<file path="src/rtl/if_fetch_stage.sv">
// Instruction fetch stage: issues word reads to instruction memory and holds one
// fetched instruction (with its PC+4) for the IF/ID register until consumed.
module if_fetch_stage #(
  parameter logic [31:0] RESET_PC = 32'h0000_0000
) (
  input  logic        clk,
  input  logic        rst,
  input  logic        freeze,
  input  logic        branch_taken,
  input  logic [31:0] branch_addr,
  output logic        imem_req,
  output logic [31:0] imem_addr,
  input  logic        imem_ack,
  input  logic [31:0] imem_rdata,
  output logic [31:0] PC,
  output logic [31:0] Instruction,
  output logic        valid
);

  typedef enum logic [1:0] {IDLE, FETCH, DRAIN, HOLD} state_t;

  state_t      state;
  logic [31:0] pc;
  logic [31:0] addr_q;
  logic [31:0] br_target;
  logic [31:0] pc_plus4;

  assign br_target = branch_addr & 32'hFFFF_FFFC;
  assign pc_plus4  = pc + 32'd4;

  // DRAIN keeps presenting the stale address until the uncancellable read acks.
  assign imem_req  = (state == FETCH) || (state == DRAIN);
  assign imem_addr = (state == DRAIN) ? addr_q : pc;

  always_ff @(posedge clk or negedge rst) begin
    if (!rst) begin
      state       <= IDLE;
      pc          <= RESET_PC & 32'hFFFF_FFFC;
      addr_q      <= '0;
      PC          <= '0;
      Instruction <= '0;
      valid       <= 1'b0;
    end else begin
      unique case (state)
        IDLE: begin
          if (branch_taken) pc <= br_target;
          state <= FETCH;
        end

        FETCH: begin
          addr_q <= pc;
          if (imem_ack) begin
            if (branch_taken) begin
              pc <= br_target;
            end else begin
              Instruction <= imem_rdata;
              PC          <= pc_plus4;
              pc          <= pc_plus4;
              valid       <= 1'b1;
              state       <= HOLD;
            end
          end else if (branch_taken) begin
            pc    <= br_target;
            state <= DRAIN;
          end
        end

        DRAIN: begin
          if (branch_taken) pc <= br_target;
          if (imem_ack) state <= FETCH;
        end

        HOLD: begin
          if (branch_taken) pc <= br_target;
          if (branch_taken || !freeze) begin
            valid       <= 1'b0;
            Instruction <= '0;
            PC          <= '0;
            state       <= FETCH;
          end
        end

        default: state <= IDLE;
      endcase
    end
  end

endmodule

</file>
<file path="config.mk">
export PLATFORM = sky130hd
export DESIGN_NAME = if_fetch_stage
export DESIGN_NICKNAME = d
export VERILOG_FILES = /design/src/rtl/if_fetch_stage.sv
export SDC_FILE = /design/constraint.sdc
export NUM_CORES = 1
export LEC_CHECK = 0
export ABC_CLOCK_PERIOD_IN_PS = 3600
export CAP_MARGIN = 20
export CORE_ASPECT_RATIO = 0.5
export CORE_MARGIN = 2
export CORE_UTILIZATION = 40
export CTS_CLUSTER_SIZE = 40
export DETAILED_ROUTE_END_ITERATION = 6
export GPL_ROUTABILITY_DRIVEN = 0
export GPL_TIMING_DRIVEN = 0
export PLACE_DENSITY_LB_ADDON = 0.05
export SYNTH_ARGS = -nofsm -noshare
export SYNTH_HDL_FRONTEND = slang
export SYNTH_SLANG_ARGS = --single-unit
export TNS_END_PERCENT = 10
</file>
<file path="constraint.sdc">
create_clock -name clk -period 3.6 [get_ports clk]
set_input_delay 0.72 -clock clk [delete_from_list [all_inputs] [get_ports clk]]
set_output_delay 0.72 -clock clk [all_outputs]
set_load 0.005 [all_outputs]
</file>
==> reports/results.ini, run 1 <==
[sta]
clock_skew_ns=0.0144
min_period_ns=3.47
slew_headroom=0.432
rsz0062_at_grt=true
fmax_ghz=0.288
tightest_slew_ns=0.845
final_hold_viol_count=0
finalSetupViolations=0
slew_viol_final=0
min_period_over_period=0.963
finalWorstSetupSlack_ns=0.133

[clock_network]
cts_made_buffers=17
cts_htree_levels=4
root_buffer=clkbuf_16
post-cts-setup-buffer-count=0
cts_resized=0
cts_tree=done
path_clk_slew_ns=0.06
ctsHoldBuffers=0
clkSinkCount=131
cts_buffer_depth=2
insertion_delay_ns=0.41

[yosys]
syn_area_um2=6590
yosysWarnings=0
synth_xor_xnor_area_share=0.0744
synth_top_area_share=0.497
ys_types=44
synthSimpleGateAreaFrac=0.162
synth.avg_cell_area_um2=10.7
ys_seq_elements=131
synth_area_leader_cell=dfrtp_1
async_reset_ff_frac=1.00
synth_edf_count=0
synth_top_family_by_area=simple AND/OR/NAND/NOR gates
syn_inst=619
synth_compound_area_frac=0.0922
synthFlopType=dfrtp_1
yosysMostFrequentCell=dfrtp_1
synth-seq-area-share=0.497
synth_fa_ha_area_frac=0.00949
synthMuxAreaShare=0.116
synthTopCellsByArea=dfrtp_1, mux2_2, nand2_1
synth_common_cells=dfrtp_1, nand2_1, mux2_2, o21ai_0, nand2b_1
syn_nets=693

[pwr]
p_leak_nw=3.86
p_sw_frac=0.313
p_total_mw=7.32
max-vdd-ir-drop_uv=381
p_int_mw=5.03
powerDensity_nw_per_um2=791
p_sw_mw=2.29
pwr-share-seq=0.314
p_clk_frac=0.284
combPwrFrac=0.402

[setup_path]
critical_path_buf_inv_count=4
ff2ff_path_depth=8
r2r_slack_ns=0.87
cp_max_fo=10
timing.rr.start=state[1]
reg2reg_to=PC[17]
cp.arrival_ns=2.75
crit_type=register to output port
required_ns=2.88
crit_path_end_kind=output port
cp_cell_sequence=inv_1 -> ha_1 -> clkbuf_1 -> buf_1 -> mux2_2 -> clkdlybuf4s50_1
max_stage_delay_ns=0.58
cp_slowest_cell=buf_1
crit_family=buffers and inverters
startpoint_type=register

[layout]
nets=878
antenna_cells=0
layout-area-overhead-vs-synth_pct=40.4
drive_above_1_share=0.154

[floorplan]
core_um2=16300
die_w_um=186
dieArea_um2=17600
ios=167
rows=33
initial_core_util=0.405
die_h_um=94.8

[worst_hold_path]
hp-class=input pin to asynchronous set/reset pin

[drt]
routed_wl_mm=17.7
ant_nets=0
drt_pre_antenna_iters=5
wl_per_cell_um=17.0
via_per_inst=4.95
drc=0
drt-initial-drc-count=263
num_vias=5169

[global_routing]
grt_start_max_net_pins=81
grt_pass1_vias=5021
overflow=0
grt_pass1_wl_mm=27.5
grt_util_all_layers=0.207
antenna_found_initial=0

[placed_design]
dpl.hpwl_mm=12.5
port-buffer-count=164
dp_slack_ns=0.312

[outcome]
status=finished clean

[flow_run]
drv_cap=0

layer usage:
layer / track usage / routed length (um) / vias to the layer above / share of wire
li1: - / - / 2510 / -
met4: 0.0459 / 68 / 0 / 0.0038
met5: 0 / 0 / - / 0
met2: 0.314 / 7660 / 137 / 0.43
met1: 0.303 / 9100 / 2514 / 0.51
met3: 0.0459 / 882 / 8 / 0.050
sequential cells by signal (all words and copies together), names as in the netlist:
register / flops
Instruction: 32
PC: 32
addr_q: 32
pc: 32
state: 2
valid: 1
worst reg2reg max path, delay by kind of cell (launching register included):
family / cells / cell delay [ns]
buf+inv: 3 / 0.79
compound gates: 3 / 0.61
flops: 1 / 0.39
fa+ha+maj: 1 / 0.19
simple gates: 1 / 0.68
cell families after synthesis:
logic type / after synthesis
buffers and inverters: 59
AND/OR/NAND/NOR: 202
adder cells (fa/ha/maj): 5
AO/OA/AOI/OAI: 98
flip-flops: 131
multiplexers: 68
XOR/XNOR: 56
power groups by stage:
| stage | combinational (mW) | sequential (mW) | clock, mW |
|---|---|---|---|
| finish | 2.95 | 2.30 | 2.08 |
| floorplan | 1.54 | 2.29 | 0 |
| detailed placement | 2.98 | 2.33 | 0 |
| CTS | 3.00 | 2.30 | 2.10 |
| global placement | 2.94 | 2.31 | 0 |
| global route | 3.27 | 2.36 | 2.17 |
metrics by stage:
step / util / instances / TNS, ns / area (um^2) / hold slack (ns)
after floorplan: - / 619 / 0 / 6590 / 0.424
after global placement: 0.524 / 1010 / -479.34 / 8520 / 0.461
after detailed placement: 0.526 / 1012 / 0 / 8550 / 0.470
after CTS: 0.569 / 1044 / 0 / 9250 / 0.276
after global routing: 0.569 / 1044 / -0.130 / 9250 / 0.284
final: 0.569 / 1044 / 0 / 9250 / 0.250
worst max-delay path by stage:
| stage | from | endpoint | slack [ns] | cells past startpoint |
|---|---|---|---|---|
| after floorplan | state[0] | imem_addr[10] | 1.37 | 5 |
| after global placement | rst | Instruction[9] | -3.68 | 1 |
| after detailed placement | imem_ack | PC[17] | 0.31 | 7 |
| after CTS | state[0] | imem_addr[24] | 0.09 | 6 |
| after global routing | state[0] | imem_addr[5] | -0.02 | 6 |
| final | state[0] | imem_addr[12] | 0.13 | 6 |
layout by cell type (no fill, tap or decap), drive strengths merged, types with 3 or more instances in the layout:
cell,instances
a22o,26
and3,7
buf,21
bufinv,7
clkbuf,58
clkdlybuf4s50,164
dfrtp,131
ha,5
inv,5
mux2,66
nand2,83
nand2b,35
nand3,21
nand4,10
nor2,10
nor2b,4
nor3,11
nor4,11
o21ai,64
o31ai,3
or3,4
xnor2,29
xor2,27
cell type report:
type | instances | area, um^2
clock inverter | 9 | 223
multi-input combinational | 429 | 2990
inverter | 5 | 18.8
tap | 227 | 284
clock buffer | 23 | 478
timing repair buffer | 166 | 1680
sequential | 131 | 3280
buffer | 54 | 308
fill | 1448 | 7010
Power figures use the tool's default switching activity.
==> run 2: changes to the inputs <==
ABC_CLOCK_PERIOD_IN_PS = 4100   (was 3600)
CTS_CLUSTER_SIZE = 28   (was 40)
clock period = 4.1 ns   (was 3.6 ns; I/O delays follow)
==> run 2 against run 1 <==
Effect of this change:
- first-iteration DRC count increased by 1.1%
- wire length about the same
- sequential power down 12%
- via count fell by 0.14%
- sequential cell count unchanged
- design area about the same
- final cell count is the same
- non-clock buffer count unchanged
- global-route usage stayed put
- sequential share of layout area about the same
- clock-buffer cell count unchanged
==> reports/results.ini, run 2 (synthesized netlist as in run 1, its figures left out) <==
[floorplan]
ios=167  ; unchanged
initial_core_util=0.405  ; unchanged
dieArea_um2=17600  ; unchanged
die_h_um=94.8  ; unchanged
rows=33  ; unchanged
core_um2=16300  ; unchanged
die_w_um=186  ; unchanged

[clock_network]
clkSinkCount=131  ; unchanged
ctsHoldBuffers=0  ; unchanged
cts_htree_levels=4  ; unchanged
insertion_delay_ns=0.41  ; about the same
cts_buffer_depth=2  ; unchanged
root_buffer=clkbuf_16
cts_made_buffers=17  ; unchanged
cts_tree=done
post-cts-setup-buffer-count=0  ; unchanged
cts_resized=0  ; unchanged
path_clk_slew_ns=0.06  ; about the same

[placed_design]
port-buffer-count=164  ; unchanged
place_area_um2=8550  ; unchanged
dp.cells=1012  ; unchanged
dpl.hpwl_mm=12.5  ; unchanged

[setup_path]
timing.rr.start=state[1]
cp_cell_sequence=inv_1 -> ha_1 -> clkbuf_1 -> clkbuf_1 -> mux2_2 -> clkdlybuf4s50_1
ff2ff_path_depth=8  ; unchanged
startpoint_type=register
crit_path_end_kind=output port
reg2reg_to=PC[17]
worst-path-stages=6  ; unchanged
cp.arrival_ns=2.75  ; about the same
crit_type=register to output port
worstSetupStartpoint=state[0]
r2r_slack_ns=1.38  ; +0.51 ns
cp-endpoint=imem_addr[12]
required_ns=3.28  ; +0.40 ns
cp_max_fo=10  ; unchanged
cp_slowest_cell=clkbuf_1
max_stage_delay_ns=0.58  ; about the same
path_common_cell=clkbuf_1
critical_path_buf_inv_count=4  ; unchanged
crit_family=buffers and inverters

[layout]
drive_above_1_share=0.153  ; -0.00122
design_area_um2=9250  ; about the same
layout-area-overhead-vs-synth_pct=40.3  ; about the same
antenna_cells=0  ; unchanged
final_cell_mix=clkdlybuf4s50_1, dfrtp_1, nand2_1
final_common_cell=clkdlybuf4s50_1
nets=878  ; unchanged
stdcell_count=1044  ; unchanged

[drt]
num_vias=5162  ; -0.14%
drt_pre_antenna_iters=5  ; unchanged
wl_per_cell_um=17.0  ; about the same
drc=0  ; unchanged
routed_wl_mm=17.7  ; about the same
ant_nets=0  ; unchanged
drt-initial-drc-count=266  ; +1.1%
via_per_inst=4.94  ; -0.14%

[sta]
fmax_ghz=0.280
slew_headroom=0.435  ; +0.00300
final_hold_viol_count=0  ; unchanged
slew_viol_final=0  ; unchanged
finalSetupViolations=0  ; unchanged
tightest_slew_ns=0.841  ; -0.00446 ns
clock_skew_ns=0.0134  ; -0.00105 ns
min_period_ns=3.57
rsz0062_at_grt=false
min_period_over_period=0.870

[global_routing]
grt_start_max_net_pins=81  ; unchanged
grt_pass1_vias=5021  ; unchanged
overflow=0  ; unchanged
antenna_found_initial=0  ; unchanged
grt_util_all_layers=0.207  ; unchanged
grt_pass1_wl_mm=27.5  ; unchanged

[pwr]
p_clk_frac=0.284  ; about the same
max-vdd-ir-drop_uv=349  ; -8.4%
powerDensity_nw_per_um2=695  ; -12%
p_sw_mw=2.01  ; -12%
p_sw_frac=0.313  ; about the same
combPwrFrac=0.402  ; about the same
pwr-share-seq=0.314  ; about the same
p_leak_nw=3.86  ; about the same
p_int_mw=4.42  ; -12%

[worst_hold_path]
hp-class=input pin to asynchronous set/reset pin

[flow_run]
drv_cap=0  ; unchanged

[outcome]
status=finished clean

## run 2: final cells by class
cell class	instances	area [um^2]
buffer	54	307
clock buffer	23	478
clock inverter	9	223
fill	1446	7020
inverter	5	18.8
multi-input combinational	429	2990
sequential	131	3280
tap	227	284
timing repair buffer	166	1680
## run 2: worst min-delay path by stage
stage / from / endpoint / slack (ns) / cells after the start
2_1_floorplan: PC[2] / PC[2] / 0.47 / 2
5_1_grt: rst / addr_q[19] / 0.38 / 1
3_3_place_gp: Instruction[0] / Instruction[0] / 0.46 / 2
4_1_cts: rst / addr_q[16] / 0.38 / 1
3_5_place_dp: Instruction[3] / Instruction[3] / 0.47 / 2
6_report: rst / addr_q[16] / 0.35 / 1
## run 2: per-layer routing
layer | track usage | share of wire | vias to the layer above
li1 | - | - | 2508
met1 | 0.303 | 0.52 | 2509
met2 | 0.314 | 0.43 | 137
met3 | 0.0459 | 0.048 | 8
met4 | 0.0459 | 0.0038 | 0
met5 | 0 | 0 | -
## run 2: stage by stage
step                worst slack [ns]  utilization  total power [mW]  TNS, ns  hold slack, ns
floorplan                       1.77            -              3.36        0           0.473
global placement               -3.28        0.524              4.60  -426.94           0.461
detailed placement             0.712        0.526              4.66        0           0.470
CTS                            0.486        0.569              6.50        0           0.376
global route                   0.364        0.569              6.85        0           0.384
finish                         0.534        0.569              6.43        0           0.348
## run 2: power groups by stage
stage,Clock [mW],Sequential [mW],Combinational (mW)
6_report,1.82,2.02,2.59
3_5_place_dp,0,2.04,2.62
5_1_grt,1.91,2.07,2.87
3_3_place_gp,0,2.02,2.58
4_1_cts,1.84,2.02,2.63
2_1_floorplan,0,2.01,1.35
==> run 3: changes to the inputs <==
CORE_MARGIN = default   (was 2)
==> run 3 against run 2 <==
Effect of this change:
- combinational power about the same
- critical endpoint is now imem_addr[15]
- power decreased by 3.2%
- register-to-register slack improved by 0.03 ns
- highest routed layer unchanged
- via count increased by 1.1%
- sequential power about the same
- sequential cell count unchanged
- global-route usage increased by 0.79 points
- die area decreased by 3.2%
- hold slack got worse by 0.036 ns
- core utilization increased by 1.4 points
- non-clock buffer count unchanged
- final cell count decreased by 0.57%
==> reports/results.ini, run 3 (synthesized netlist as in run 1, its figures left out) <==
[outcome]
status=finished clean

[drt]
via_per_inst=5.03  ; +1.7%
drt_pre_antenna_iters=4  ; -1
drc=0  ; unchanged
routed_wl_mm=17.5  ; -0.89%
drt-initial-drc-count=252  ; -5.3%
ant_nets=0  ; unchanged
wl_per_cell_um=16.9  ; -0.31%
num_vias=5221  ; +1.1%

[floorplan]
die_h_um=92.8  ; -2.1%
ios=167  ; unchanged
dieArea_um2=17000  ; -3.2%
rows=32  ; -3.0%
initial_core_util=0.419  ; +0.0137
die_w_um=184  ; -1.1%
core_um2=15700  ; -3.3%

[setup_path]
critical_path_buf_inv_count=4  ; unchanged
cp.arrival_ns=2.76  ; about the same
worstSetupStartpoint=state[0]
path_common_cell=clkbuf_1
max_stage_delay_ns=0.57  ; about the same
r2r_slack_ns=1.41  ; +0.03 ns
worst-path-stages=6  ; unchanged
timing.rr.start=state[1]
startpoint_type=register
crit_path_end_kind=output port
crit_type=register to output port
cp_cell_sequence=inv_1 -> ha_1 -> clkbuf_1 -> clkbuf_1 -> mux2_2 -> clkdlybuf4s50_1
cp_slowest_cell=clkbuf_1
cp-endpoint=imem_addr[15]
reg2reg_to=Instruction[6]
ff2ff_path_depth=8  ; unchanged
required_ns=3.28  ; about the same
crit_family=buffers and inverters
cp_max_fo=10  ; unchanged

[sta]
finalWorstSetupSlack_ns=0.520  ; -0.0145 ns
rsz0062_at_grt=false
fmax_ghz=0.279  ; -0.41%
tightest_slew_ns=0.908  ; +0.0675 ns
finalSetupViolations=0  ; unchanged
slew_viol_final=0  ; unchanged
min_period_over_period=0.873  ; +0.00354
clock_skew_ns=0.0138  ; +0.000397 ns
final_hold_viol_count=0  ; unchanged
slew_headroom=0.390  ; -0.0454
fin_hold_ws_ns=0.312  ; -0.0360 ns
min_period_ns=3.58  ; +0.0145 ns

[layout]
seq_area_um2=3280  ; unchanged
design_area_um2=9170  ; -0.88%
final_cell_mix=clkdlybuf4s50_1, dfrtp_1, nand2_1
nets=878  ; unchanged
fill_cells=1379  ; -4.6%
multi_input_area_um2=2990  ; unchanged
stdcell_count=1038  ; -0.57%
layout-area-overhead-vs-synth_pct=39.1
antenna_cells=0  ; unchanged
final_common_cell=clkdlybuf4s50_1
drive_above_1_share=0.153  ; unchanged

[placed_design]
dpl.hpwl_mm=12.5  ; +0.43%
dp.cells=1006  ; -0.59%
dp_slack_ns=0.671  ; -0.0415 ns
port-buffer-count=164  ; unchanged
place_area_um2=8540  ; about the same

[clock_network]
ctsHoldBuffers=0  ; unchanged
path_clk_slew_ns=0.06  ; about the same
cts_buffer_depth=2  ; unchanged
cts_tree=done
clkSinkCount=131  ; unchanged
cts_htree_levels=4  ; unchanged
post-cts-setup-buffer-count=0  ; unchanged
cts_made_buffers=17  ; unchanged
cts_resized=0  ; unchanged
root_buffer=clkbuf_16
insertion_delay_ns=0.41  ; about the same

[flow_run]
drv_cap=0  ; unchanged

[global_routing]
grt_start_max_net_pins=91  ; +12%
grt_util_all_layers=0.215  ; +0.00788
antenna_found_initial=0  ; unchanged
grt_pass1_vias=5114  ; +1.9%
grt_pass1_wl_mm=28.1  ; +1.9%
overflow=0  ; unchanged

[pwr]
p_total_mw=6.22  ; -3.2%
p_leak_nw=3.82  ; -0.92%
powerDensity_nw_per_um2=679  ; -2.4%
max-vdd-ir-drop_uv=375  ; +7.5%

[worst_hold_path]
hp-class=input pin to asynchronous set/reset pin

run 3: how the worst min path moves through the flow:
| stage | endpoint | slack, ns | depth (start not counted) |
|---|---|---|---|
| after global routing | addr_q[17] | 0.34 | 1 |
| after CTS | addr_q[16] | 0.33 | 1 |
| after detailed placement | Instruction[21] | 0.47 | 2 |
| after floorplan | PC[2] | 0.47 | 2 |
| after global placement | Instruction[3] | 0.46 | 2 |
| final | addr_q[17] | 0.31 | 1 |
run 3: report_power, final:
part	leakage [nW]	internal, mW	switching [mW]
sequential	1.64	1.76	0.256
combinational	1.88	1.40	1.18
clock	0.302	1.04	0.582
total	3.82	4.20	2.02
run 3: per-layer routing:
metal  GRT usage  vias to the layer above  wire length [um]
met3      0.0472                       15              1030
met5           0                        -                 0
met4      0.0521                        0               153
met1       0.314                     2530              8820
met2       0.322                      162              7550
li1            -                     2514                 -
run 3: layout make-up:
cell class / instances / area share
well taps: 221 / 0.0302
plain buffers: 54 / 0.0334
clock inverters: 11 / 0.0192
multi-input cells: 429 / 0.326
repair buffers: 166 / 0.183
inverters: 5 / 0.00205
flip-flops and latches: 131 / 0.357
clock buffers: 21 / 0.0491
run 3: through the flow:
step / setup TNS (ns) / util
3_3_place_gp: -426.31 / 0.541
6_report: 0 / 0.583
2_1_floorplan: 0 / -
5_1_grt: 0 / 0.583
4_1_cts: 0 / 0.583
3_5_place_dp: 0 / 0.543
==> patch 1: new RTL, settings of run 3 <==
Encoding of `state_t`: now one-hot (4 bits for 4 states).
--- a/src/rtl/if_fetch_stage.sv
+++ b/src/rtl/if_fetch_stage.sv
@@ -19,3 +19,3 @@
 
-  typedef enum logic [1:0] {IDLE, FETCH, DRAIN, HOLD} state_t;
+  typedef enum logic [3:0] {IDLE = 4'b0001, FETCH = 4'b0010, DRAIN = 4'b0100, HOLD = 4'b1000} state_t;
 
Behaviour: no difference found for any inputs over 4 cycles, from zero or initial values and one cycle with rst low; so few cycles prove little.
==> patch 1 against run 3 <==
The run now ends with DRC left. Non-clock buffer count rose by 1. Setup slack worse by 0.27 ns. Combinational power up 10%. Synthesized cell count up 4.0%. Largest power group unchanged. Sequential power up 12%. Sequential cell count is 2 higher. Cell area down 3.6%. Highest routed layer unchanged. Total power grew 7.1%. Area after synthesis fell by 4.3%. Routed wire length is 10% higher.
==> patch 1: results <==
group,metric,value,unit
outcome,status,"complete, but fails checks",
outcome,violations,"DRC",
critical_path,worst-r2r-cell-count,7,
pwr,leakage,3.83,nW
sta,clock_skew,0.0108,ns
drt,routed_wl,19.3,mm
drt,drtIter0Drc,326,
synthesis,synth.area.top_cells,"dfrtp_1 52%, nand2_1 8.7%, a22o_1 6.0%",
global_route,gr-usage-all-layers,24.7,%
global_route,grt_pass1_wl,31.0,mm
clock_network,postCtsResizedCells,0,
global_route,antenna_found_initial,1,
critical_path,ff2ff_setup_slack,1.18,ns
drt,drc,5,
synthesis,synth_cell_type_count,51,
critical_path,r2r_start,"pc[2]",
cells_and_area,drive_gt1_share,10.5,%
sta,worstMarginPinSlew,0.987,ns
critical_path,endpoint,"imem_addr[30]",
synthesis,synth_commonest_cells,"147 x nand2_1, 132 x dfrtp_1, 49 x o21ai_0",
placed_design,dp_hpwl,13.7,mm
cells_and_area,final_nets,899,
critical_path,rr_endpoint,"PC[30]",
pwr,ir_worst_vdd,0.339,mV
critical_path,worstPathArrival,3.03,ns
critical_path,startpoint,"state[2]",
drt,first_pass_iters,7,
synthesis,seq_area_frac_synth,52.7,%
synthesis,syn_nets,714,
global_route,grt_max_degree,73,
drt,vias,5605,
sta,fin_ws,0.250,ns
placed_design,pre_cts_slack,0.697,ns
clock_network,root_buffer,"clkbuf_16",
placed_design,placed_cell_area,8250,sq um
-- patch 1: cell count changes in the layout (fill, tap and decap cells not counted), moves of 8 or more --
cell and delta:
nor3_1 -8, o311ai_1 +8, mux2_2 -39, nand2b_1 -34
xnor2_1 -14, o21ai_0 -9, nand2_1 +64, xor2_1 -13
nor2_1 +9, a21oi_1 +18, a22o_1 +17
-- patch 1: layer usage --
layer  global-route usage (%)  vias up  share of wire (%)  wire length [microns]
met2                     37.4      200                 44                   8410
li1                         -     2629                  -                      -
met5                        0        -                  0                      0
met4                     7.04        0               0.95                    184
met1                     34.2     2760                 48                   9190
met3                     7.66       16                7.9                   1520
-- patch 1: layout make-up --
| cell class | instances | area (sq um) |
|---|---|---|
| Sequential cell | 133 | 3330 |
| Buffer | 55 | 264 |
| Inverter | 12 | 45.0 |
| Tap cell | 204 | 255 |
| Multi-Input combinational cell | 444 | 2670 |
| Fill cell | 1355 | 6580 |
| Clock buffer | 17 | 425 |
| Clock inverter | 15 | 168 |
| Timing Repair Buffer | 166 | 1680 |
-- patch 1: cell families (layout without fill, tap and decap cells) --
group	after synthesis	count (layout)	share of synthesized area (%)
flops	133	133	52.7
simple gates	224	224	15.9
compound gates	163	163	17.5
buf+inv	67	265	4.90
xor+xnor	29	29	4.02
fa+ha+maj	1	1	0.198
mux	27	27	4.82
-- patch 1: worst min path at each step --
| stage | to | cells past startpoint |
|---|---|---|
| 6_report | addr_q[28] | 1 |
| 2_1_floorplan | addr_q[0] | 2 |
| 3_5_place_dp | addr_q[26] | 2 |
| 4_1_cts | addr_q[28] | 1 |
| 5_1_grt | addr_q[28] | 1 |
| 3_3_place_gp | addr_q[5] | 2 |
-- patch 1: where the power goes --
part	total, W	internal, W	switching (W)
sequential	0.00226	0.00187	0.000382
clock	0.00156	0.000913	0.000648
combinational	0.00285	0.00150	0.00135
total	0.00667	0.00429	0.00238
-- patch 1: through the flow --
step | cells | utilization, % | hold slack (ns)
floorplan | 644 | - | 0.440
global placement | 1012 | 53.3 | 0.452
detailed placement | 1014 | 53.5 | 0.458
CTS | 1046 | 57.3 | 0.448
global route | 1046 | 57.3 | 0.458
finish | 1046 | 57.3 | 0.416
-- patch 1: critical path: stages (launching register included) --
cell and delay [ns]:
dfrtp_1 0.33, clkbuf_1 0.26, nor4b_1 0.63, clkbuf_1 0.53, mux2_2 0.41, clkdlybuf4s50_1 0.45
==> patch 2: new RTL, flow settings as in run 3 <==
Without the edit above. Make the reset (`rst`) synchronous in one clocked block.
--- a/src/rtl/if_fetch_stage.sv
+++ b/src/rtl/if_fetch_stage.sv
@@ -34,3 +34,3 @@
 
-  always_ff @(posedge clk or negedge rst) begin
+  always_ff @(posedge clk) begin
     if (!rst) begin
Behaviour: differs if rst is asserted again (counterexample within 4 cycles, from zero or initial values and one cycle with rst low); with rst held inactive, the same outputs for 4 cycles.
==> patch 2 against run 3 <==
The run now ends with DRC left. Sequential cell count is the same. Cell area shrank 4.3%. Maximum frequency shrank 7.3%. Critical endpoint is now imem_addr[17]. Critical path type unchanged. Setup slack lost 0.28 ns. Highest routed layer unchanged. Routed wire length grew 5.8%. Area after synthesis shrank 4.1%.
Power is not compared: it rests on default switching activity, and its combinational part moved more than twofold at a synthesized area within 25%.
==> patch 2: results <==
group,metric,value,unit
synthesis,synthAdderAreaFrac,0.990,%
drt,drtIter0Drc,348,
synthesis,synth_cell_type_count,51,
worst_hold_path,min_path_type,"register to register",
critical_path,r2r_start,"state[0]",
drt,avgRoutedWirePerCell,16.7,microns
cells_and_area,clock_cell_area_share,6.49,%
synthesis,syn_inst,716,
placed_design,placed_cell_area,8210,sq um
drt,routed_wl,18.6,mm
placed_design,port_buffers,163,
synthesis,synth_commonest_cells,"131 x dfxtp_1, 96 x nor2_1, 66 x a21oi_1",
placed_design,pre_cts_slack,0.651,ns
synthesis,synth_compound_area_share,11.1,%
cells_and_area,inverters_excl_clock,11,
cells_and_area,nonClkBufAreaFrac,22.4,%
synthesis,synth_xor_area_share,7.48,%
drt,first_pass_iters,7,
cells_and_area,synthToLayoutAreaGrowth,38.9,%
cells_and_area,clock_buffers,19,
cells_and_area,seq_share,29.9,%
synthesis,seq_area_frac_synth,41.5,%
critical_path,rr_endpoint,"PC[24]",
synthesis,synth.area.top_cells,"dfxtp_1 41%, mux2i_1 5.7%, nor2_1 5.7%",
sta,clock_skew,0.0120,ns
synthesis,synth_mux_area_share,10.7,%
outcome,violations,"DRC",
global_route,met3_usage,8.83,%
placed_design,dp_cells,1083,
global_route,gr-usage-all-layers,23.1,%
drt,drc,4,
cells_and_area,fill_cells,1425,
outcome,status,"complete, but fails checks",
drt,vias,5666,
drt,met3_length,1.52,mm
cells_and_area,multi_input_cells,511,
cells_and_area,final_nets,972,
cells_and_area,design_area,8780,sq um
sta,worst_hold_slack,0.457,ns
critical_path,worstPathArrival,3.04,ns
cells_and_area,nNonClkBuffers,226,
## patch 2: cell count changes in the layout (fill, tap and decap cells not counted), sizes merged, moves of 35 or more
cell	run 3	this run
dfxtp	0	131
mux2	66	28
dfrtp	131	0
nor3b	0	35
nor2	10	96
a21oi	1	66
nand2	83	48
## patch 2: how the worst max path moves through the flow
| stage | endpoint | cells past startpoint | start | slack [ns] |
|---|---|---|---|---|
| floorplan | imem_addr[10] | 5 | state[0] | 1.68 |
| global route | imem_addr[17] | 6 | state[0] | 0.11 |
| detailed placement | imem_addr[17] | 6 | state[0] | 0.65 |
| global placement | imem_addr[17] | 6 | state[0] | 0.68 |
| CTS | imem_addr[17] | 6 | state[0] | 0.18 |
| finish | imem_addr[17] | 6 | state[0] | 0.24 |
## patch 2: tightest hold or removal path, cell delays in order (launching register included)
cell and delay [ns]:
dfxtp_1 0.33, nand2_1 0.05, o21ai_0 0.05
